File: src/rtl/multicycle_ctrl.sv
// Multi-cycle MIPS-subset control FSM: FETCH/DECODE/EXE/MEM/WB sequencing with PC/IR strobes.
// Optional retired-instruction counter compiled in with `define MCTRL_PERF_EN.
module multicycle_ctrl #(
    parameter int STATE_W = 4,
    parameter int PERF_W  = 32
) (
    input  logic               clk,
    input  logic               rst,
    input  logic [5:0]         opcode,
    input  logic [5:0]         funct,
    input  logic               zero,
    input  logic               overflow,
    output logic               pc_write,
    output logic               ir_write,
    output logic [1:0]         alu_ctl,
    output logic               ext_op,
    output logic               alu_src,
    output logic [1:0]         reg_dst,
    output logic [1:0]         reg_src,
    output logic               npc_sel,
    output logic               j_ctl,
    output logic               jr_ctl,
    output logic               mem_write,
    output logic               reg_write,
    output logic               illegal,
    output logic [STATE_W-1:0] state,
    output logic [PERF_W-1:0]  retired
);

    // state | meaning
    // 0 FETCH  | load IR, PC <= PC+4
    // 1 DECODE | classify instruction, flag illegal
    // 2 EXE    | ALU operation
    // 3 MEM_RD | data memory read
    // 4 MEM_WR | data memory write
    // 5 WB_ALU | write ALU result (or $30 on addi overflow)
    // 6 WB_MEM | write loaded data
    // 7 BRANCH | beq compare and conditional PC load
    // 8 JUMP   | j/jal/jr PC load, jal link write
    typedef enum logic [STATE_W-1:0] {
        S_FETCH, S_DECODE, S_EXE, S_MEM_RD, S_MEM_WR,
        S_WB_ALU, S_WB_MEM, S_BRANCH, S_JUMP
    } state_e;

    typedef enum logic [3:0] {
        C_ADDU, C_SUBU, C_SLT, C_JR, C_ORI, C_ADDI,
        C_LW, C_SW, C_BEQ, C_J, C_JAL, C_ILL
    } iclass_e;

    state_e  state_q, state_d;
    logic    ovf_q;
    iclass_e cls;

    always_comb begin
        cls = C_ILL;
        case (opcode)
            6'b000000: begin
                case (funct)
                    6'b100001: cls = C_ADDU;
                    6'b100011: cls = C_SUBU;
                    6'b101010: cls = C_SLT;
                    6'b001000: cls = C_JR;
                    default:   cls = C_ILL;
                endcase
            end
            6'b001101: cls = C_ORI;
            6'b001000: cls = C_ADDI;
            6'b100011: cls = C_LW;
            6'b101011: cls = C_SW;
            6'b000100: cls = C_BEQ;
            6'b000010: cls = C_J;
            6'b000011: cls = C_JAL;
            default:   cls = C_ILL;
        endcase
    end

    always_comb begin
        state_d = S_FETCH;
        case (state_q)
            S_FETCH:  state_d = S_DECODE;
            S_DECODE: begin
                case (cls)
                    C_ADDU, C_SUBU, C_SLT, C_ORI,
                    C_ADDI, C_LW, C_SW:       state_d = S_EXE;
                    C_JR, C_J, C_JAL:         state_d = S_JUMP;
                    C_BEQ:                    state_d = S_BRANCH;
                    default:                  state_d = S_FETCH;
                endcase
            end
            S_EXE: begin
                case (cls)
                    C_LW:    state_d = S_MEM_RD;
                    C_SW:    state_d = S_MEM_WR;
                    default: state_d = S_WB_ALU;
                endcase
            end
            S_MEM_RD: state_d = S_WB_MEM;
            default:  state_d = S_FETCH;
        endcase
    end

    always_ff @(posedge clk) begin
        if (rst) begin
            state_q <= S_FETCH;
            ovf_q   <= 1'b0;
        end else begin
            state_q <= state_d;
            // Overflow only matters for addi; clear it for everything else so a stale flag never leaks.
            if (state_q == S_EXE) begin
                ovf_q <= (cls == C_ADDI) && overflow;
            end
        end
    end

    always_comb begin
        pc_write  = 1'b0;
        ir_write  = 1'b0;
        alu_ctl   = 2'b00;
        ext_op    = 1'b0;
        alu_src   = 1'b0;
        reg_dst   = 2'b00;
        reg_src   = 2'b00;
        npc_sel   = 1'b0;
        j_ctl     = 1'b0;
        jr_ctl    = 1'b0;
        mem_write = 1'b0;
        reg_write = 1'b0;
        illegal   = 1'b0;
        if (!rst) begin
            case (state_q)
                S_FETCH: begin
                    ir_write = 1'b1;
                    pc_write = 1'b1;
                end
                S_DECODE: illegal = (cls == C_ILL);
                S_EXE: begin
                    case (cls)
                        C_ADDU: alu_ctl = 2'b00;
                        C_SUBU: alu_ctl = 2'b01;
                        C_SLT:  alu_ctl = 2'b11;
                        C_ORI: begin
                            alu_src = 1'b1;
                            alu_ctl = 2'b10;
                        end
                        C_ADDI, C_LW, C_SW: begin
                            alu_src = 1'b1;
                            ext_op  = 1'b1;
                        end
                        default: ;
                    endcase
                end
                S_MEM_WR: mem_write = 1'b1;
                S_WB_ALU: begin
                    reg_write = 1'b1;
                    if (cls == C_ADDU || cls == C_SUBU || cls == C_SLT) begin
                        reg_dst = 2'b01;
                    end else if (cls == C_ADDI && ovf_q) begin
                        // Overflowing addi leaves rt intact and sets $30 to 1 instead.
                        reg_dst = 2'b10;
                        reg_src = 2'b10;
                    end
                end
                S_WB_MEM: begin
                    reg_write = 1'b1;
                    reg_src   = 2'b01;
                end
                S_BRANCH: begin
                    alu_ctl  = 2'b01;
                    ext_op   = 1'b1;
                    npc_sel  = 1'b1;
                    pc_write = zero;
                end
                S_JUMP: begin
                    pc_write = 1'b1;
                    if (cls == C_JR) begin
                        jr_ctl = 1'b1;
                    end else begin
                        j_ctl = 1'b1;
                    end
                    if (cls == C_JAL) begin
                        reg_write = 1'b1;
                        reg_dst   = 2'b11;
                        reg_src   = 2'b11;
                    end
                end
                default: ;
            endcase
        end
    end

    assign state = rst ? '0 : state_q;

`ifdef MCTRL_PERF_EN
    logic [PERF_W-1:0] retired_q;
    logic              retire;

    // Every completing state returns to FETCH, so being in one means a retirement this edge.
    assign retire = (state_q == S_MEM_WR) || (state_q == S_WB_ALU) || (state_q == S_WB_MEM) ||
                    (state_q == S_BRANCH) || (state_q == S_JUMP);

    always_ff @(posedge clk) begin
        if (rst) begin
            retired_q <= '0;
        end else if (retire) begin
            retired_q <= retired_q + PERF_W'(1);
        end
    end

    assign retired = rst ? '0 : retired_q;
`else
    assign retired = '0;
`endif

endmodule

File: config.mk
export PLATFORM = sky130hd
export DESIGN_NAME = multicycle_ctrl
export DESIGN_NICKNAME = d
export VERILOG_FILES = /design/src/rtl/multicycle_ctrl.sv
export SDC_FILE = /design/constraint.sdc
export NUM_CORES = 1
export LEC_CHECK = 0
export ABC_AREA = 1
export CORE_MARGIN = 2
export CORE_UTILIZATION = 35
export CTS_CLUSTER_DIAMETER = 100
export DETAILED_ROUTE_END_ITERATION = 10
export PLACE_DENSITY = 0.82
export SYNTH_ARGS = -nofsm -noshare
export SYNTH_HDL_FRONTEND = slang
export SYNTH_SLANG_ARGS = --single-unit
export TNS_END_PERCENT = 100
File: constraint.sdc
create_clock -name clk -period 1.4 [get_ports clk]
set_input_delay 0.21 -clock clk [delete_from_list [all_inputs] [get_ports clk]]
set_output_delay 0.21 -clock clk [all_outputs]
set_load 0.01 [all_outputs]
# Word level (Yosys, flattened, before mapping)
# Memory sizes are Yosys's and may differ from the RTL's.
# Index checks and enable logic that the tools add are counted.
[classes]
n_eq_ne = 28
muxes = 41
reduce_logical = 11
[op_table]
columns = ["op", "count"]
rows = [
  ["$eq A4 B3 Y1 const B", 8],
  ["$pmux W4 S4", 2],
  ["$pmux W4 S8", 1],
  ["$eq A6 B6 Y1 const B", 5],
  ["$mux W1", 22],
  ["$eq A6 B4 Y1 const B", 3],
  ["$eq A4 B2 Y1 const B", 4],
  ["$mux W2", 7],
  ["$eq A4 B4 Y1 const B", 3],
  ["$eq A6 B2 Y1 const B", 2],
  ["$pmux W2 S3", 2],
  ["$eq A4 B1 Y1 const B", 2],
  ["$logic_not A4 Y1", 2],
  ["$pmux W2 S2", 2],
  ["$eq A6 B3 Y1 const B", 1],
  ["$logic_not A6 Y1", 1],
  ["$pmux W1 S2", 3],
  ["$pmux W3 S2", 1],
  ["$mux W4", 1],
  ["$reduce_or A2 Y1", 2],
  ["$reduce_or A4 Y1", 1],
  ["$reduce_or A3 Y1", 1],
  ["$logic_and A1 B1 Y1", 2],
  ["$logic_or A1 B1 Y1", 2],
]
[totals]
output_inout_bits = 52
wordCells = 83
regBits = 5
romBits = 64
mem_count = 1
in_bits = 16
[memory_table]
columns = ["name", "words", "word_bits", "rd", "rd_clocked_by_memory_dff", "write_ports", "line", "source"]
rows = [
  ["(no name shown)", 16, 4, 1, 0, 0, "82", "case (cls)"],
]

# Logic depth before layout (Yosys ltp)
# Gate-level depths: netlist (run 1).
[logic_depth]
word_depth = 9
ltp_mapped = 13
depth_no_buf = 13

# Worst setup path before layout (run 1)
# No wires, ideal clock.
[synth_timing]
path_type = "input port to output port"
from = "input port opcode[3]"
to = "output port reg_dst[0]"
n_path_buf = 0
required_ns = 1.190
path_slack_ns = -0.039
stages = 9
arrival_ns = 1.229
path_cell_list = "nor2_2 > nand2_2 > nor2_4 > nor2_1 > nand2_2 > nand2_2 > nor2_4 > nand4_1 > a21oi_1"
[synth_between]
elab_chain_len = 8
word_cells_on_any_way = 19
classes_between = "10 x eq/ne; 5 x mux; 4 x reduce/logical"
[synth_rtl]
columns = ["element", "line", "source"]
rows = [
  ["start, declared", "9", "input logic [5:0] opcode,"],
  ["$eq A6 B2 Y1, or another cell as far along", "56", "case (opcode)"],
  ["$pmux W4 S8 *", "56", ""],
  ["$eq A4 B1 Y1 or $logic_not A4 Y1 (tied branches)", "155", "if (cls == C_ADDU || cls == C_SUBU || cls == C_SLT) begin"],
  ["$logic_or A1 B1 Y1 (2 in a row)", "155", ""],
  ["$mux W2", "155", ""],
  ["$pmux W2 S2 *", "130", "case (state_q)"],
  ["$mux W2 *", "129", "if (!rst) begin"],
  ["end, declared", "18", "output logic [1:0] reg_dst,"],
]
# Mark *: on every way between the ends. The rest lies on a longest branch, timed or not.

# Worst setup path in the final report (run 1)
[layout_timing]
from = "input port funct[0]"
to = "output port reg_dst[0]"
[layout_between]
elab_chain_len = 9
word_cells_on_any_way = 16
classes_between = "7 x eq/ne; 6 x mux; 3 x reduce/logical"
[layout_rtl]
columns = ["element", "line", "source"]
rows = [
  ["start, declared", "10", "input logic [5:0] funct,"],
  ["$eq A6 B4 Y1 or $eq A6 B6 Y1 (tied branches)", "58", "case (funct)"],
  ["$pmux W4 S4 *", "58", ""],
  ["$pmux W4 S8 *", "56", ""],
  ["$eq A4 B1 Y1 or $logic_not A4 Y1 (tied branches)", "155", ""],
  ["$logic_or A1 B1 Y1 (2 in a row)", "155", ""],
  ["$mux W2", "155", ""],
  ["$pmux W2 S2 *", "130", ""],
  ["$mux W2 *", "129", ""],
]
# Marked as above.

==> impl_metrics.env, run 1 <==
export IMPL_status="finished with violations"
export IMPL_whs_ps=406
export IMPL_nets=319
export IMPL_period_share_pct=151
export IMPL_portBuffers=35
export IMPL_insertion_delay_ps=260
export IMPL_ir_drop_uv=451
export IMPL_finalPower_mw=0.750
export IMPL_whs_path_depth=6
export IMPL_hold_viol_final=0
export IMPL_synth_top_area_share_pct=21.4
export IMPL_fmax_ghz=0.474
export IMPL_power_internal_mw=0.428
export IMPL_dp_cells=315
export IMPL_end_kind="output pin"
export IMPL_syn_area_per_cell_um2=5.56
export IMPL_overflow=0
export IMPL_fp_dieH_um=60.6
export IMPL_rsz0062_at_grt="true"
export IMPL_top_layer="met4"
export IMPL_initial_core_util_pct=36.8
export IMPL_yosys_area_share_simple_pct=47.5
export IMPL_grt_pass1_wl_mm=6.02
export IMPL_vias=1652
export IMPL_dieArea_um2=3680
export IMPL_leakage_nw=1.18
export IMPL_ys_async_sr_fraction_pct=0
export IMPL_hp_class="in -> reg"
export IMPL_wl_met1_mm=1.78
export IMPL_layout_drive_gt1_share_pct=60.3
export IMPL_drt_iter0_drc=70
export IMPL_route_detailed_drc=0
export IMPL_switching_share_pct=42.9
export IMPL_clock_sinks=5
export IMPL_yosys_most_used_dff="dfxtp_1"
export IMPL_cp_required_ps=1190
export IMPL_drt_pass1_iterations=4
export IMPL_crit_path_start_kind="input pin"
export IMPL_final_antenna_net_count=0
export IMPL_ys_seq_elements=5
export IMPL_seq_area_frac_synth_pct=8.92
export IMPL_grt_pass1_vias=1477
export IMPL_antenna_found_initial=0
export IMPL_fin_util_pct=71.1
export IMPL_crit_type="in -> out"
export IMPL_areaGrowthSynthToFinish_pct=93.3
export IMPL_timing_rr_start="state_q[1]"
export IMPL_slew_viol_final=0
export IMPL_dp_slack_ps=-1180
export IMPL_wl_met2_mm=2.45
export IMPL_p_clk_share_pct=24.6
export IMPL_synth_cell_types=25
export IMPL_mappedNetlistArea_um2=1120
export IMPL_combPwrFrac_pct=55.1
export IMPL_place_gp_congestion=0.873
export IMPL_p_sw_mw=0.321
export IMPL_reg2reg_depth=9
export IMPL_wl_per_cell_um=13.9
export IMPL_place_area_um2=1690
export IMPL_area_sequential_um2=108
export IMPL_synth_top_family_by_area="simple AND/OR/NAND/NOR gates"
export IMPL_diodes=0
export IMPL_power_density_nw_per_um2=346
export IMPL_synth_commonest_cells="inv_1 (34), nand2_1 (33), buf_4 (32), nor2_1 (32), nand3_1 (16)"
export IMPL_fin_tns_setup_ps=-6960
export IMPL_viasPerCell=4.77
export IMPL_synth_compound_area_share_pct=8.47
export IMPL_synth_edff_count=0
export IMPL_hold_buffers=0
export IMPL_cts_made_buffers=3
export IMPL_num_rows=20
export IMPL_fillers=226
export IMPL_dr_wl_met3_um=337
export IMPL_cp_arrival_ps=1900
export IMPL_min_from="opcode[4]"
export IMPL_synth_area_leaders="buf_4 (21%), inv_1 (11%), nand2_1 (11%)"
export IMPL_multi_input_area_um2=1040
export IMPL_worstPathMaxFanout=4
export IMPL_synth_top_area_cell="buf_4"
export IMPL_synth_xor_area_share_pct=0
export IMPL_core_area_um2=3050
export IMPL_instances_no_fill=346
export IMPL_holdPathEnd="state_q[2]"
export IMPL_die_w_um=60.6
export IMPL_cts_path_max_buffers=2
export IMPL_syn_instance_count=202
export IMPL_reg2reg_to="state_q[1]"
export IMPL_ios=68
export IMPL_routed_wl_mm=4.82
export IMPL_synth_mux_area_share_pct=0
export IMPL_setup_viol=20
export IMPL_grt_usage_pct=21.3
export IMPL_yosysMostFrequentCell="inv_1"
export IMPL_cts_tree="built"
export IMPL_finalInstanceArea_um2=2170
export IMPL_layout_setup_ws_ps=-708
export IMPL_fin_skew_ps=13.8
export IMPL_seq_power_share_pct=20.3
export IMPL_cts_htree_levels=1
export IMPL_grt_max_degree=10
export IMPL_maxCapViolations=0
export IMPL_rrSetupSlack_ps=50
export IMPL_clk_pin_slew_worst_paths_ps=50
export IMPL_root_buffer="clkbuf_4"
export IMPL_synthAdderAreaFrac_pct=0
export IMPL_min_period_ps=2110
export IMPL_failed_checks="negative setup slack"
export IMPL_dp_hpwl_mm=2.45
export IMPL_synth_warnings=0
sequential cells by signal (all words and copies together), names as in the netlist:
register and count:
state_q 4, ovf_q 1
power by group through the flow:
stage                     logic (mW)  registers (mW)  clock network [mW]
after floorplan                0.219           0.152                   0
after global placement         0.293           0.152                   0
after detailed placement       0.298           0.152                   0
after CTS                      0.347           0.151               0.180
after global routing           0.442           0.152               0.200
final                          0.413           0.152               0.184
what timing repair did:
item                       4_1_cts  5_1_grt
pin swaps                       36       28
gates resized for setup        164       60
buffers inserted                21        9
setup endpoints to repair       24       22
area by class of cell:
cell class,count,share of cell area (%)
Sequential cell,5,4.96
Clock buffer,4,1.21
Multi-Input combinational cell,156,47.9
Inverter,38,6.57
Timing Repair Buffer,99,36.9
Tap cell,44,2.54
worst max path at each step:
stage,start,to,slack (ps),depth (start not counted)
2_1_floorplan,opcode[5],reg_dst[0],-40,9
3_3_place_gp,opcode[2],reg_dst[0],-1150,12
3_5_place_dp,opcode[3],reg_src[1],-1180,12
4_1_cts,opcode[4],reg_dst[0],-510,13
5_1_grt,funct[1],reg_dst[0],-750,15
6_report,funct[0],reg_dst[0],-710,15
cells in the final DEF, fill, tap and decap left out, drive strengths merged:
| master | Yosys | final |
|---|---|---|
| dlygate4sd2 | 0 | 3 |
| inv | 38 | 38 |
| nor3b | 1 | 1 |
| conb | 1 | 32 |
| nand2 | 36 | 36 |
| a21oi | 11 | 11 |
| nand4 | 2 | 2 |
| nand3b | 1 | 1 |
| o21ai | 3 | 3 |
| buf | 32 | 87 |
| clkdlybuf4s15 | 0 | 5 |
| a211oi | 1 | 1 |
| nand3 | 22 | 22 |
| dfxtp | 5 | 5 |
| a31oi | 1 | 1 |
| nor4 | 1 | 1 |
| nor2 | 40 | 40 |
| nor3 | 4 | 4 |
| clkbuf | 2 | 6 |
| clkdlybuf4s50 | 0 | 2 |
| o211ai | 1 | 1 |
routing by layer:
metal	global-route usage, %	up-vias
met3	3.41	23
met1	25.4	768
met5	0	-
li1	-	758
met2	37.5	103
met4	9.63	0
worst max-delay path, stage by stage:
cell           delay, ps
dlygate4sd2_1        270
nand2_1               70
inv_1                 40
nand3_1               70
nand2_1               50
inv_1                 80
nand2_1               70
nand2_2               90
inv_2                 50
nor2_4               110
nand4_1              170
buf_4                200
buf_6                110
a21oi_2              140
buf_2                160
kinds of logic after synthesis:
group | count (synthesis)
flops | 5
other cells | 1
buf+inv | 72
simple gates | 107
compound gates | 17
(Power assumes the default switching activity.)
==> inputs of run 2 (changes only) <==
MAX_ROUTING_LAYER = met4   (was default)
==> run 2 against run 1 <==
Net effect:
- the flow still finishes with violations (negative setup slack)
- die area unchanged
- critical path depth down 5
- critical path type unchanged
- sequential power about the same
- worst hold slack better by 33 ps
- clock-buffer cell count unchanged
- worst setup slack better by 290 ps
- clock power up 4%
==> impl_metrics.env, run 2 (synthesis results as in run 1) <==
export IMPL_wl_per_cell_um=12.3
export IMPL_areaGrowthSynthToFinish_pct=84.7
export IMPL_end_kind="output pin"
export IMPL_setup_viol=16
export IMPL_cts_tree="built"
export IMPL_cp_required_ps=1190
export IMPL_whs_path_depth=6
export IMPL_vias=1546
export IMPL_final_cell_mix="buf_4 (46), conb_1 (32), inv_1 (23)"
export IMPL_diodes=0
export IMPL_hold_buffers=0
export IMPL_layout_drive_gt1_share_pct=59.4
export IMPL_place_area_um2=1690
export IMPL_dieArea_um2=3680
export IMPL_status="finished with violations"
export IMPL_place_gp_congestion=0.898
export IMPL_layout_commonest_cell="buf_4"
export IMPL_antenna_found_initial=0
export IMPL_root_buffer="clkbuf_4"
export IMPL_final_antenna_net_count=0
export IMPL_clk_pin_slew_worst_paths_ps=60
export IMPL_worstPathMaxFanout=5
export IMPL_overflow=0
export IMPL_power_density_nw_per_um2=349
export IMPL_route_detailed_drc=0
export IMPL_seq_power_share_pct=20.7
export IMPL_insertion_delay_ps=270
export IMPL_grt_pass1_wl_mm=5.59
export IMPL_nets=310
export IMPL_portBuffers=35
export IMPL_die_w_um=60.6
export IMPL_cp_arrival_ps=1610
export IMPL_slew_viol_final=0
export IMPL_reg2reg_depth=10
export IMPL_finalPower_mw=0.724
export IMPL_holdPathEnd="state_q[2]"
export IMPL_fin_skew_ps=24.3
export IMPL_crit_path_start_kind="input pin"
export IMPL_ios=68
export IMPL_reg_largest_list="state_q: 4 flops, ovf_q: 1 flops"
export IMPL_cts_htree_levels=1
export IMPL_failed_checks="negative setup slack"
export IMPL_dp_hpwl_mm=2.52
export IMPL_hold_viol_final=0
export IMPL_fp_dieH_um=60.6
export IMPL_rrSetupSlack_ps=-20
export IMPL_viasPerCell=4.59
export IMPL_leakage_nw=1.12
export IMPL_layout_setup_ws_ps=-419
export IMPL_drt_pass1_iterations=4
export IMPL_combPwrFrac_pct=52.8
export IMPL_reg2reg_to="state_q[1]"
export IMPL_num_rows=20
export IMPL_routed_wl_mm=4.14
export IMPL_grt_max_degree=10
export IMPL_whs_ps=439
export IMPL_hp_class="in -> reg"
export IMPL_grt_pass1_vias=1361
export IMPL_p_sw_mw=0.312
export IMPL_cts_path_max_buffers=2
export IMPL_cts_made_buffers=3
export IMPL_rsz0062_at_grt="true"
export IMPL_largest_register="state_q"
export IMPL_initial_core_util_pct=36.8
export IMPL_clock_sinks=5
export IMPL_period_share_pct=130
export IMPL_drt_iter0_drc=43
export IMPL_min_from="opcode[4]"
export IMPL_fin_util_pct=67.9
export IMPL_power_internal_mw=0.412
export IMPL_finalInstanceArea_um2=2070
export IMPL_core_area_um2=3050
export IMPL_grt_usage_pct=20.6
export IMPL_largest_reg_flops=4
export IMPL_switching_share_pct=43.1
export IMPL_ir_drop_uv=421
export IMPL_min_period_ps=1820
export IMPL_maxCapViolations=0
export IMPL_timing_rr_start="state_q[2]"
export IMPL_p_clk_share_pct=26.5
export IMPL_crit_type="in -> out"
export IMPL_fmax_ghz=0.550
export IMPL_fillers=255
run 2: cell types whose count changed in the layout (fill, tap and decap cells not counted), moves of 3 or more:
cell / before / now
buf_4: 51 / 46
buf_2: 17 / 21
nand2_1: 18 / 22
buf_6: 17 / 14
clkdlybuf4s15_2: 3 / 0
nand2_2: 14 / 11
nor2_1: 18 / 15
nor2_4: 16 / 19
run 2: area by class of cell:
cell class	count	area, um^2	area share [%]
inverters	38	148	7.12
clock buffers	4	26.3	1.27
well taps	44	55.1	2.66
repair buffers	90	692	33.4
flip-flops and latches	5	110	5.31
multi-input cells	156	1040	50.3
run 2: critical path: stages:
cell and delay, ps:
buf_8 100, nor2_4 180, nand2_2 100, buf_4 140, inv_1 80, a21oi_1 110
nand3_4 130, nand4_1 190, a21oi_1 200, buf_2 160
run 2: repair_timing:
action | 4_1_cts | 5_1_grt
resized for setup | 184 | 52
endpoints found under the setup margin | 23 | 25
buffers inserted | 18 | 8
cloned | 0 | 0
pin swaps | 39 | 27
run 2: metrics by stage:
step           setup TNS (ps)  setup slack [ps]  std cells
2_1_floorplan           -75.2             -37.6        233
3_3_place_gp           -16920             -1150        315
3_5_place_dp           -17500             -1180        315
4_1_cts                 -3820              -377        334
5_1_grt                 -5840              -462        337
6_report                -4570              -419        337
run 2: power by group through the flow:
stage               clock network (mW)  registers, mW  logic [mW]
floorplan                            0          0.152       0.219
global placement                     0          0.152       0.293
detailed placement                   0          0.152       0.299
CTS                              0.183          0.151       0.333
global route                     0.202          0.150       0.412
finish                           0.192          0.150       0.383
run 2: worst max-delay path by stage:
stage	startpoint	end	slack (ps)	depth (start not counted)
after floorplan	opcode[5]	reg_dst[0]	-40	9
after global placement	opcode[2]	reg_dst[0]	-1150	12
after detailed placement	opcode[3]	reg_src[1]	-1180	12
after CTS	opcode[4]	reg_src[1]	-380	11
after global routing	opcode[5]	reg_dst[0]	-460	10
final	opcode[5]	reg_dst[0]	-420	10
run 2: per-layer routing:
layer | wire, um | vias up | GRT usage [%]
met1 | 1660 | 721 | 23.0
li1 | - | 744 | -
met4 | 156 | 0 | 8.39
met2 | 2110 | 67 | 35.8
met3 | 208 | 14 | 3.62
met5 | 0 | - | -
